===== config.mk =====
export PLATFORM = sky130hd
export DESIGN_NAME = pipe_stage_buffer
export DESIGN_NICKNAME = d
export VERILOG_FILES = /design/src/rtl/general_defs_pkg.sv /design/src/rtl/pipe_stage_storage.sv /design/src/rtl/pipe_stage_buffer.sv
export SDC_FILE = /design/constraint.sdc
export NUM_CORES = 1
export LEC_CHECK = 0
export BUFFER_PORTS_ARGS = -buffer_cell sky130_fd_sc_hd__clkbuf_2
export CORE_ASPECT_RATIO = 0.75
export CORE_MARGIN = 1.5
export CORE_UTILIZATION = 47
export DETAILED_ROUTE_END_ITERATION = 10
export PLACE_DENSITY = 0.81
export SLEW_MARGIN = 15
export SYNTH_ARGS = -nofsm -noshare
export SYNTH_HDL_FRONTEND = slang
export SYNTH_HIERARCHICAL = 1
export SYNTH_SLANG_ARGS = --single-unit

===== constraint.sdc =====
create_clock -name clk_i -period 3.87 [get_ports clk_i]
set_input_delay 1.161 -clock clk_i [delete_from_list [all_inputs] [get_ports clk_i]]
set_output_delay 1.161 -clock clk_i [all_outputs]
set_load 0.02 [all_outputs]

===== src/rtl/general_defs_pkg.sv =====
// Shared pipeline definitions: flush command encoding used by pipeline stages.
package general_defs_pkg;

  typedef enum logic {
    FLUSH_NONE     = 1'b0,
    FLUSH_PIPELINE = 1'b1
  } flush_pipeline_sig;

  localparam int unsigned STAT_W = 32;

endpackage : general_defs_pkg


===== src/rtl/pipe_stage_storage.sv =====
// Payload plus side-effect storage for pipe_stage_buffer: one write port,
// one asynchronous read mux. Contents are not reset; validity lives in the parent.
module pipe_stage_storage #(
  parameter int unsigned PAYLOAD_W = 32,
  parameter int unsigned DEPTH     = 2,
  localparam int unsigned PTR_W    = $clog2(DEPTH)
) (
  input  logic                 clk_i,
  input  logic                 wr_en_i,
  input  logic [PTR_W-1:0]     wr_addr_i,
  input  logic [PAYLOAD_W:0]   wr_data_i,
  input  logic [PTR_W-1:0]     rd_addr_i,
  output logic [PAYLOAD_W:0]   rd_data_o
);

  logic [PAYLOAD_W:0] mem [DEPTH];

  // write the pushed beat into the addressed entry
  always_ff @(posedge clk_i) begin
    if (wr_en_i) begin
      mem[wr_addr_i] <= wr_data_i;
    end
  end

  assign rd_data_o = mem[rd_addr_i];

endmodule : pipe_stage_storage


===== src/rtl/pipe_stage_buffer.sv =====
// Elastic pipeline stage buffer with flush and hazard-invalidate.
// Optional statistics counters are built only when PIPE_STAGE_STATS_EN is defined;
// otherwise stall_cycles_o and drop_count_o are constant 0.
module pipe_stage_buffer
  import general_defs_pkg::*;
#(
  parameter int unsigned PAYLOAD_W = 32,
  parameter int unsigned DEPTH     = 2,
  localparam int unsigned PTR_W    = $clog2(DEPTH),
  localparam int unsigned CNT_W    = $clog2(DEPTH) + 1
) (
  input  logic                  clk_i,
  input  logic                  reset_n_i,
  input  flush_pipeline_sig     flush_i,
  input  logic                  invalidate_i,
  input  logic                  in_valid_i,
  output logic                  in_ready_o,
  input  logic [PAYLOAD_W-1:0]  in_payload_i,
  input  logic                  in_side_fx_i,
  output logic                  out_valid_o,
  input  logic                  out_ready_i,
  output logic [PAYLOAD_W-1:0]  out_payload_o,
  output logic                  out_side_fx_o,
  output logic [CNT_W-1:0]      count_o,
  output logic [STAT_W-1:0]     stall_cycles_o,
  output logic [STAT_W-1:0]     drop_count_o
);

  logic [PTR_W-1:0]   wr_ptr;
  logic [PTR_W-1:0]   rd_ptr;
  logic [CNT_W-1:0]   count;
  logic               flush_act;
  logic               push;
  logic               pop;
  logic [PAYLOAD_W:0] rd_data;

  assign flush_act   = (flush_i == FLUSH_PIPELINE);
  assign in_ready_o  = (count < CNT_W'(DEPTH));
  assign out_valid_o = (count != '0);
  assign push        = in_valid_i & in_ready_o & ~invalidate_i & ~flush_act;
  assign pop         = out_valid_o & out_ready_i & ~flush_act;
  assign count_o     = count;

  // pointers and occupancy; DEPTH is a power of two so pointer overflow wraps to 0
  always_ff @(posedge clk_i) begin
    if (!reset_n_i) begin
      wr_ptr <= '0;
      rd_ptr <= '0;
      count  <= '0;
    end else if (flush_act) begin
      wr_ptr <= '0;
      rd_ptr <= '0;
      count  <= '0;
    end else begin
      if (push) wr_ptr <= wr_ptr + 1'b1;
      if (pop)  rd_ptr <= rd_ptr + 1'b1;
      case ({push, pop})
        2'b10:   count <= count + 1'b1;
        2'b01:   count <= count - 1'b1;
        default: count <= count;
      endcase
    end
  end

  pipe_stage_storage #(
    .PAYLOAD_W (PAYLOAD_W),
    .DEPTH     (DEPTH)
  ) u_storage (
    .clk_i     (clk_i),
    .wr_en_i   (push),
    .wr_addr_i (wr_ptr),
    .wr_data_i ({in_side_fx_i, in_payload_i}),
    .rd_addr_i (rd_ptr),
    .rd_data_o (rd_data)
  );

  assign out_payload_o = rd_data[PAYLOAD_W-1:0];
  // stale storage must never issue a side effect
  assign out_side_fx_o = rd_data[PAYLOAD_W] & out_valid_o;

`ifdef PIPE_STAGE_STATS_EN
  logic [STAT_W-1:0] stall_cnt;
  logic [STAT_W-1:0] drop_cnt;

  // saturating stall and drop counters
  always_ff @(posedge clk_i) begin
    if (!reset_n_i) begin
      stall_cnt <= '0;
      drop_cnt  <= '0;
    end else begin
      if (out_valid_o && !out_ready_i && (stall_cnt != '1)) stall_cnt <= stall_cnt + 1'b1;
      if (in_valid_i && (invalidate_i || flush_act) && (drop_cnt != '1)) drop_cnt <= drop_cnt + 1'b1;
    end
  end

  assign stall_cycles_o = stall_cnt;
  assign drop_count_o   = drop_cnt;
`else
  assign stall_cycles_o = '0;
  assign drop_count_o   = '0;
`endif

endmodule : pipe_stage_buffer


==> results of run 1 <==
-- cells by family after synthesis --
| group | after synthesis | share of synthesized area, % |
|---|---|---|
| DFF | 70 | 63.7 |
| other | 1 | 0.116 |
| and+or+nand+nor | 12 | 1.89 |
| AOI/OAI and AO/OA | 3 | 0.464 |
| xor gates and xnor gates | 4 | 1.08 |
| muxes | 33 | 15.0 |
| buffers and inverters | 71 | 17.4 |
| adders and majority gates | 1 | 0.386 |
-- synthesized netlist by cell type (2+ instances only) --
cell type,n
edfxtp_1,66
buf_4,64
mux2_4,30
dfxtp_1,4
nor2_1,4
buf_12,3
inv_1,3
mux2_2,3
and2_1,2
nand2_1,2
o21ai_0,2
xnor2_1,2
xor2_1,2
-- cell type report --
cell class	count	area [um2]	area share [%]
sequential	70	2060	56.2
multi-input combinational	117	857	23.4
timing repair buffer	78	398	10.8
clock buffer	10	128	3.48
clock inverter	6	110	3.00
tap	81	101	2.76
inverter	3	11.3	0.307
-- per-stage QoR --
| step | utilization, % | hold WS [ns] | cell area (um2) |
|---|---|---|---|
| after floorplan | - | 0.499 | 3470 |
| after global placement | 53.0 | 0.551 | 3430 |
| after detailed placement | 53.0 | 0.562 | 3430 |
| after CTS | 56.7 | 0.572 | 3670 |
| after global routing | 56.7 | 0.654 | 3670 |
| final | 56.7 | 0.570 | 3670 |
-- routing by layer --
metal | up-vias | part of all wire [%] | routed length, um
li1 | 728 | - | -
met1 | 710 | 37 | 1710
met2 | 65 | 52 | 2420
met3 | 8 | 9.2 | 425
met4 | 0 | 1.4 | 65
met5 | - | 0 | 0
-- flip-flops by register name (all words and copies together) (netlist names) --
register and count:
count_o 2, wr_ptr 1, rd_ptr 1, u_storage/mem 66
-- worst max path at each step --
stage                 startpoint              endpoint  cells after the start
floorplan           invalidate_i   u_storage/mem[0][0]                      4
global placement    invalidate_i   u_storage/mem[1][3]                      5
detailed placement  invalidate_i  u_storage/mem[1][20]                      5
CTS                       rd_ptr     out_payload_o[12]                      3
global route              rd_ptr     out_payload_o[17]                      3
finish                    rd_ptr     out_payload_o[12]                      3
-- report_power, final --
group | switching, mW | internal (mW) | total, mW
registers | 0.00437 | 0.842 | 0.847
logic | 0.0958 | 0.0375 | 0.133
clock network | 0.257 | 0.427 | 0.684
total | 0.357 | 1.31 | 1.66
-- worst min-delay path, stage by stage, from the launching register on --
cell	delay, ns
dfxtp_1	0.37
o21ai_0	0.09
a21oi_1	0.06
==> out/qor.yml, run 1 <==
status: "finished, violations left"
failed_checks: "DRC"
syn_area_mm2: 0.00324
grt_use_met1_pct: 13.1
rows: 25
area_delta_synth_final_pct: 13.3
wire_per_inst_um: 12.7
cts_tree: "yes"
mostFrequentLayoutCells: "75 x clkbuf_2, 66 x edfxtp_1, 64 x conb_1"
p_leak_nw: 1.56
routed_wl_um: 4620
coreArea_mm2: 0.00647
fp.dieW_um: 98.8
finalMaxSlewViolations: 0
tns_ns: 0
hold_violations: 0
first_pass_iters: 7
worstHoldStart: "count_o[1]"
clk_latency_ns: 0.34
cp_max_fo: 18
path_cells: "buf_4, mux2_4, clkbuf_2"
hpwl_um: 3250
clock_skew_ns: 0.00657
critPathKind: "flop to output port"
finalCriticalPeriod_ns: 3.07
dp_slack_ns: 1.02
postRouteAntennaNets: 0
use_met2_pct: 21.6
cts_setup_buffers: 0
cp_top_family: "flip-flops"
worst-r2r-setup-slack_ns: 1.89
synth.ff_latch_count: 70
max_cap_viol_count: 0
cts_made_buffers: 9
cp-start-kind: "flop"
grt_max_degree: 34
grt_pass1_wl_um: 6590
track_usage_pct: 12.7
slowest_stage: "dfxtp_2"
gr-total-overflow: 0
cts.repair.resized: 0
holdCritPathClass: "flop to flop"
initial_core_util_pct: 50.0
die_area_mm2: 0.00740
netlist_instances: 195
crit_path_end_kind: "output port"
crit_arrival_ns: 1.90
finalPower_mw: 1.66
async_flop_share_pct: 0
synth.area.top_cells: "edfxtp_1 61%, buf_4 15%, mux2_4 14%"
slowest_delay_ns: 0.68
worstMarginPinSlew_ns: 0.816
setup_viol: 0
regToRegEndpoint: "u_storage/mem[1][22]"
grtUsageMet3_pct: 7.43
antenna_found_initial: 0
htree_num_levels: 3
cts_hold_buf: 0
r2r-start: "count_o[1]"
powerDensity_mw_per_mm2: 454
rsz0062_at_grt: "no"
crit_buf_inv: 2
grt_pass1_vias: 1393
synth_flop_cell: "edfxtp_1"
fin_nets: 319
clockBufferDepth: 2
worstHoldPathCells: 2
top_usage_layer: "met2"
vias: 1511
via_per_inst: 4.14
final_common_cell: "clkbuf_2"
synth-edff-count: 66
max-vdd-ir-drop_v: 0.000288
drive_above_1_share_pct: 45.4
yosys_warnings: 6
drc: 6
finalWorstSetupSlack_ns: 0.804
final_cells: 365
synth-seq-area-share_pct: 63.7
slew-limit-headroom_pct: 45.6
num_antenna_cells: 0
die_h_um: 74.9
yosysTopAreaCell: "edfxtp_1"
io_buffer_count: 75
rr_worst_depth: 4
hold_end: "count_o[1]"
cts-root-buf: "clkbuf_8"
dp.cells: 349
fillers: 521
clk_pin_slew_ns: 0.07
ys_types: 21
synth.top_cell.area_share_pct: 61.2
boundaryPins: 140
drt-initial-drc-count: 66
min_period_over_period_pct: 79.2
fmax_mhz: 326
cp.required_ns: 2.71
clock_sink_count: 70
avgSynthCellArea_um2: 16.6
place_congestion: 0.649
Power figures use the tool's default switching activity.
==> run 2, diff against run 1 <==
--- a/config.mk
+++ b/config.mk
@@ -5,12 +5,13 @@
 export SDC_FILE = /design/constraint.sdc
 export NUM_CORES = 1
 export LEC_CHECK = 0
+export ABC_AREA = 1
 export BUFFER_PORTS_ARGS = -buffer_cell sky130_fd_sc_hd__clkbuf_2
 export CORE_ASPECT_RATIO = 0.75
 export CORE_MARGIN = 1.5
-export CORE_UTILIZATION = 47
+export CORE_UTILIZATION = 43
 export DETAILED_ROUTE_END_ITERATION = 10
-export PLACE_DENSITY = 0.81
+export PLACE_DENSITY = 0.78
 export SLEW_MARGIN = 15
 export SYNTH_ARGS = -nofsm -noshare
 export SYNTH_HDL_FRONTEND = slang
==> constraint.sdc (replaced) <==
create_clock -name clk_i -period 2.7 [get_ports clk_i]
set_input_delay 0.81 -clock clk_i [delete_from_list [all_inputs] [get_ports clk_i]]
set_output_delay 0.81 -clock clk_i [all_outputs]
set_load 0.02 [all_outputs]
==> run 2 against run 1 <==
- the run now ends clean
- sequential power is 43% higher
- synthesized cell count is 44% higher
- cell count is 28% higher
- count of clock-buffer cells in the layout stayed put
- critical path type unchanged
- core utilization is 6.5 points lower
- sequential share of layout area is 0.077 points higher
==> out/qor.yml, run 2 <==
initial_core_util_pct: 44.2  # -5.8 points
finalWorstSetupSlack_ns: 0.278  # -0.526 ns
path_cells: "buf_4, nand2_1, nand2_1, clkbuf_2"
coreArea_mm2: 0.00730  # +13%
first_pass_iters: 4  # -3
yosys-top-cells-count: "97 x nand2_1, 67 x buf_4, 66 x edfxtp_1"
die_area_mm2: 0.00803  # +8.6%
grt_pass1_vias: 1758  # +26%
gr-total-overflow: 0  # unchanged
synth-compound-area-share_pct: 0.815  # +0.35 points
synth_xor_area_share_pct: 0  # -1.1 points
crit_path_end_kind: "output port"
cp_max_fo: 22  # +4
synthSimpleGateAreaFrac_pct: 16.2  # +14 points
clk_latency_ns: 0.33  # about the same
place_congestion: 0.732  # +13%
wire_per_inst_um: 11.2  # -11%
ys_types: 22  # +4.8%
final_cells: 469  # +28%
routed_wl_um: 5260  # +14%
hold_violations: 0  # unchanged
cts_setup_buffers: 0  # unchanged
whs_ns: 0.539  # -0.0315 ns
yosysTopAreaCell: "edfxtp_1"
clock_skew_ns: 0.00607  # -0.000496 ns
finalMaxSlewViolations: 0  # unchanged
slowest_delay_ns: 0.65  # -0.03 ns
yosys_warnings: 6  # unchanged
critPathKind: "flop to output port"
rows: 27  # +8.0%
slowest_stage: "dfxtp_2"
grt_pass1_wl_um: 8070  # +23%
synth.ff_latch_count: 70  # unchanged
via_per_inst: 4.11  # -0.65%
clockBufferDepth: 2  # unchanged
cts_made_buffers: 9  # unchanged
setup_viol: 0  # unchanged
io_buffer_count: 75  # unchanged
boundaryPins: 140  # unchanged
fp.dieW_um: 103  # +4.2%
largest-register: "u_storage/mem"
synth_flop_cell: "edfxtp_1"
postRouteAntennaNets: 0  # unchanged
synthMuxAreaShare_pct: 0  # -15 points
fillers: 647  # +24%
clock_sink_count: 70  # unchanged
grt_use_met1_pct: 15.6  # +2.5 points
dp.cells: 453  # +30%
cp.required_ns: 1.89  # -0.82 ns
mostFrequentLayoutCells: "97 x nand2_1, 75 x clkbuf_2, 66 x edfxtp_1"
clk_pin_slew_ns: 0.07  # about the same
crit_arrival_ns: 1.61  # -0.29 ns
status: "finished clean"
fin_nets: 403  # +26%
cts_hold_buf: 0  # unchanged
track_usage_pct: 13.7  # +1.1 points
grtUsageMet3_pct: 4.68  # -2.7 points
min_period_over_period_pct: 89.7
area_delta_synth_final_pct: 13.6
finalCriticalPeriod_ns: 2.42
holdCritPathClass: "flop to flop"
final_common_cell: "nand2_1"
max-vdd-ir-drop_v: 0.000320  # +11%
max_cap_viol_count: 0  # unchanged
yosys.area_share.adder_pct: 0.388  # +0.0015 points
synth-edff-count: 66  # unchanged
avgSynthCellArea_um2: 11.5  # -31%
p_leak_nw: 1.66  # +6.5%
cts-root-buf: "clkbuf_8"
drc: 0  # -6
htree_num_levels: 3  # unchanged
tns_ns: 0  # unchanged
async_flop_share_pct: 0  # unchanged
syn_area_mm2: 0.00322  # -0.39%
dp_slack_ns: 0.592  # -0.429 ns
synth.top_cell.area_share_pct: 61.5  # +0.24 points
grt_max_degree: 34  # unchanged
synth_top_family_by_area: "buffers and inverters"
drive_above_1_share_pct: 31.8  # -14 points
cts_tree: "yes"
drt-initial-drc-count: 77  # +17%
worst_path_most_repeated_cell: "nand2_1"
yosysMostFrequentCell: "nand2_1"
largest_register_ffs: 66  # unchanged
top_usage_layer: "met2"
synth-seq-area-share_pct: 64.0  # +0.25 points
finalPower_mw: 2.30  # +38%
hpwl_um: 3720  # +15%
cts.repair.resized: 0  # unchanged
rsz0062_at_grt: "no"
powerDensity_mw_per_mm2: 626  # +38%
vias: 1929  # +28%
cp-start-kind: "flop"
num_antenna_cells: 0  # unchanged
netlist_instances: 281  # +44%
antenna_found_initial: 0  # unchanged
fmax_mhz: 413
die_h_um: 78.0  # +4.2%
synth.area.top_cells: "edfxtp_1 61%, buf_4 16%, nand2_1 11%"
use_met2_pct: 23.4  # +1.7 points
==> run 2: metrics by stage <==
| stage | utilization, % | instance area [um2] |
|---|---|---|
| 2_1_floorplan | - | 3460 |
| 3_3_place_gp | 47.3 | 3450 |
| 3_5_place_dp | 47.3 | 3450 |
| 4_1_cts | 50.2 | 3660 |
| 5_1_grt | 50.2 | 3660 |
| 6_report | 50.2 | 3660 |
==> run 2: path summary, 6_finish.rpt <==
| check | cells after the start | slack (ns) | startpoint | to |
|---|---|---|---|---|
| setup reg to reg | 6 | 1.18 | count_o[1] | u_storage/mem[1][25] |
| setup / recovery | 4 | 0.28 | rd_ptr | out_payload_o[3] |
| hold / removal | 1 | 0.54 | count_o[0] | count_o[0] |
| hold reg to reg | 1 | 0.54 | count_o[0] | count_o[0] |
==> run 2: cells by family after synthesis <==
logic type | after synthesis
adders and majority gates | 1
AOI/OAI and AO/OA | 4
DFF | 70
and+or+nand+nor | 124
other | 1
buffers and inverters | 81
==> run 2: worst max-delay path, delay by kind of cell, from the launching register on <==
kind	cells	cell delay, ns
DFF	1	0.65
buffers and inverters	2	0.47
and+or+nand+nor	2	0.16
==> run 2: layer usage <==
metal	wire length (um)	share of wire, %
met2	2580	49
met3	436	8.3
met4	77	1.5
met1	2170	41
met5	0	0
==> run 2: where the power goes <==
part / leakage, nW / switching [mW] / total [mW] / internal [mW]
clock network: 0.108 / 0.375 / 0.894 / 0.519
registers: 0.632 / 0.00627 / 1.21 / 1.21
logic: 0.920 / 0.147 / 0.190 / 0.0428
total: 1.66 / 0.528 / 2.30 / 1.77
==> run 2: cell type report <==
cell class	instances	area [um2]	share of cell area (%)
Clock buffer	10	128	3.48
Clock inverter	6	86.3	2.36
Inverter	10	45.0	1.23
Multi-Input combinational cell	193	810	22.1
Sequential cell	70	2060	56.3
Tap cell	101	126	3.45
Timing Repair Buffer	79	405	11.1
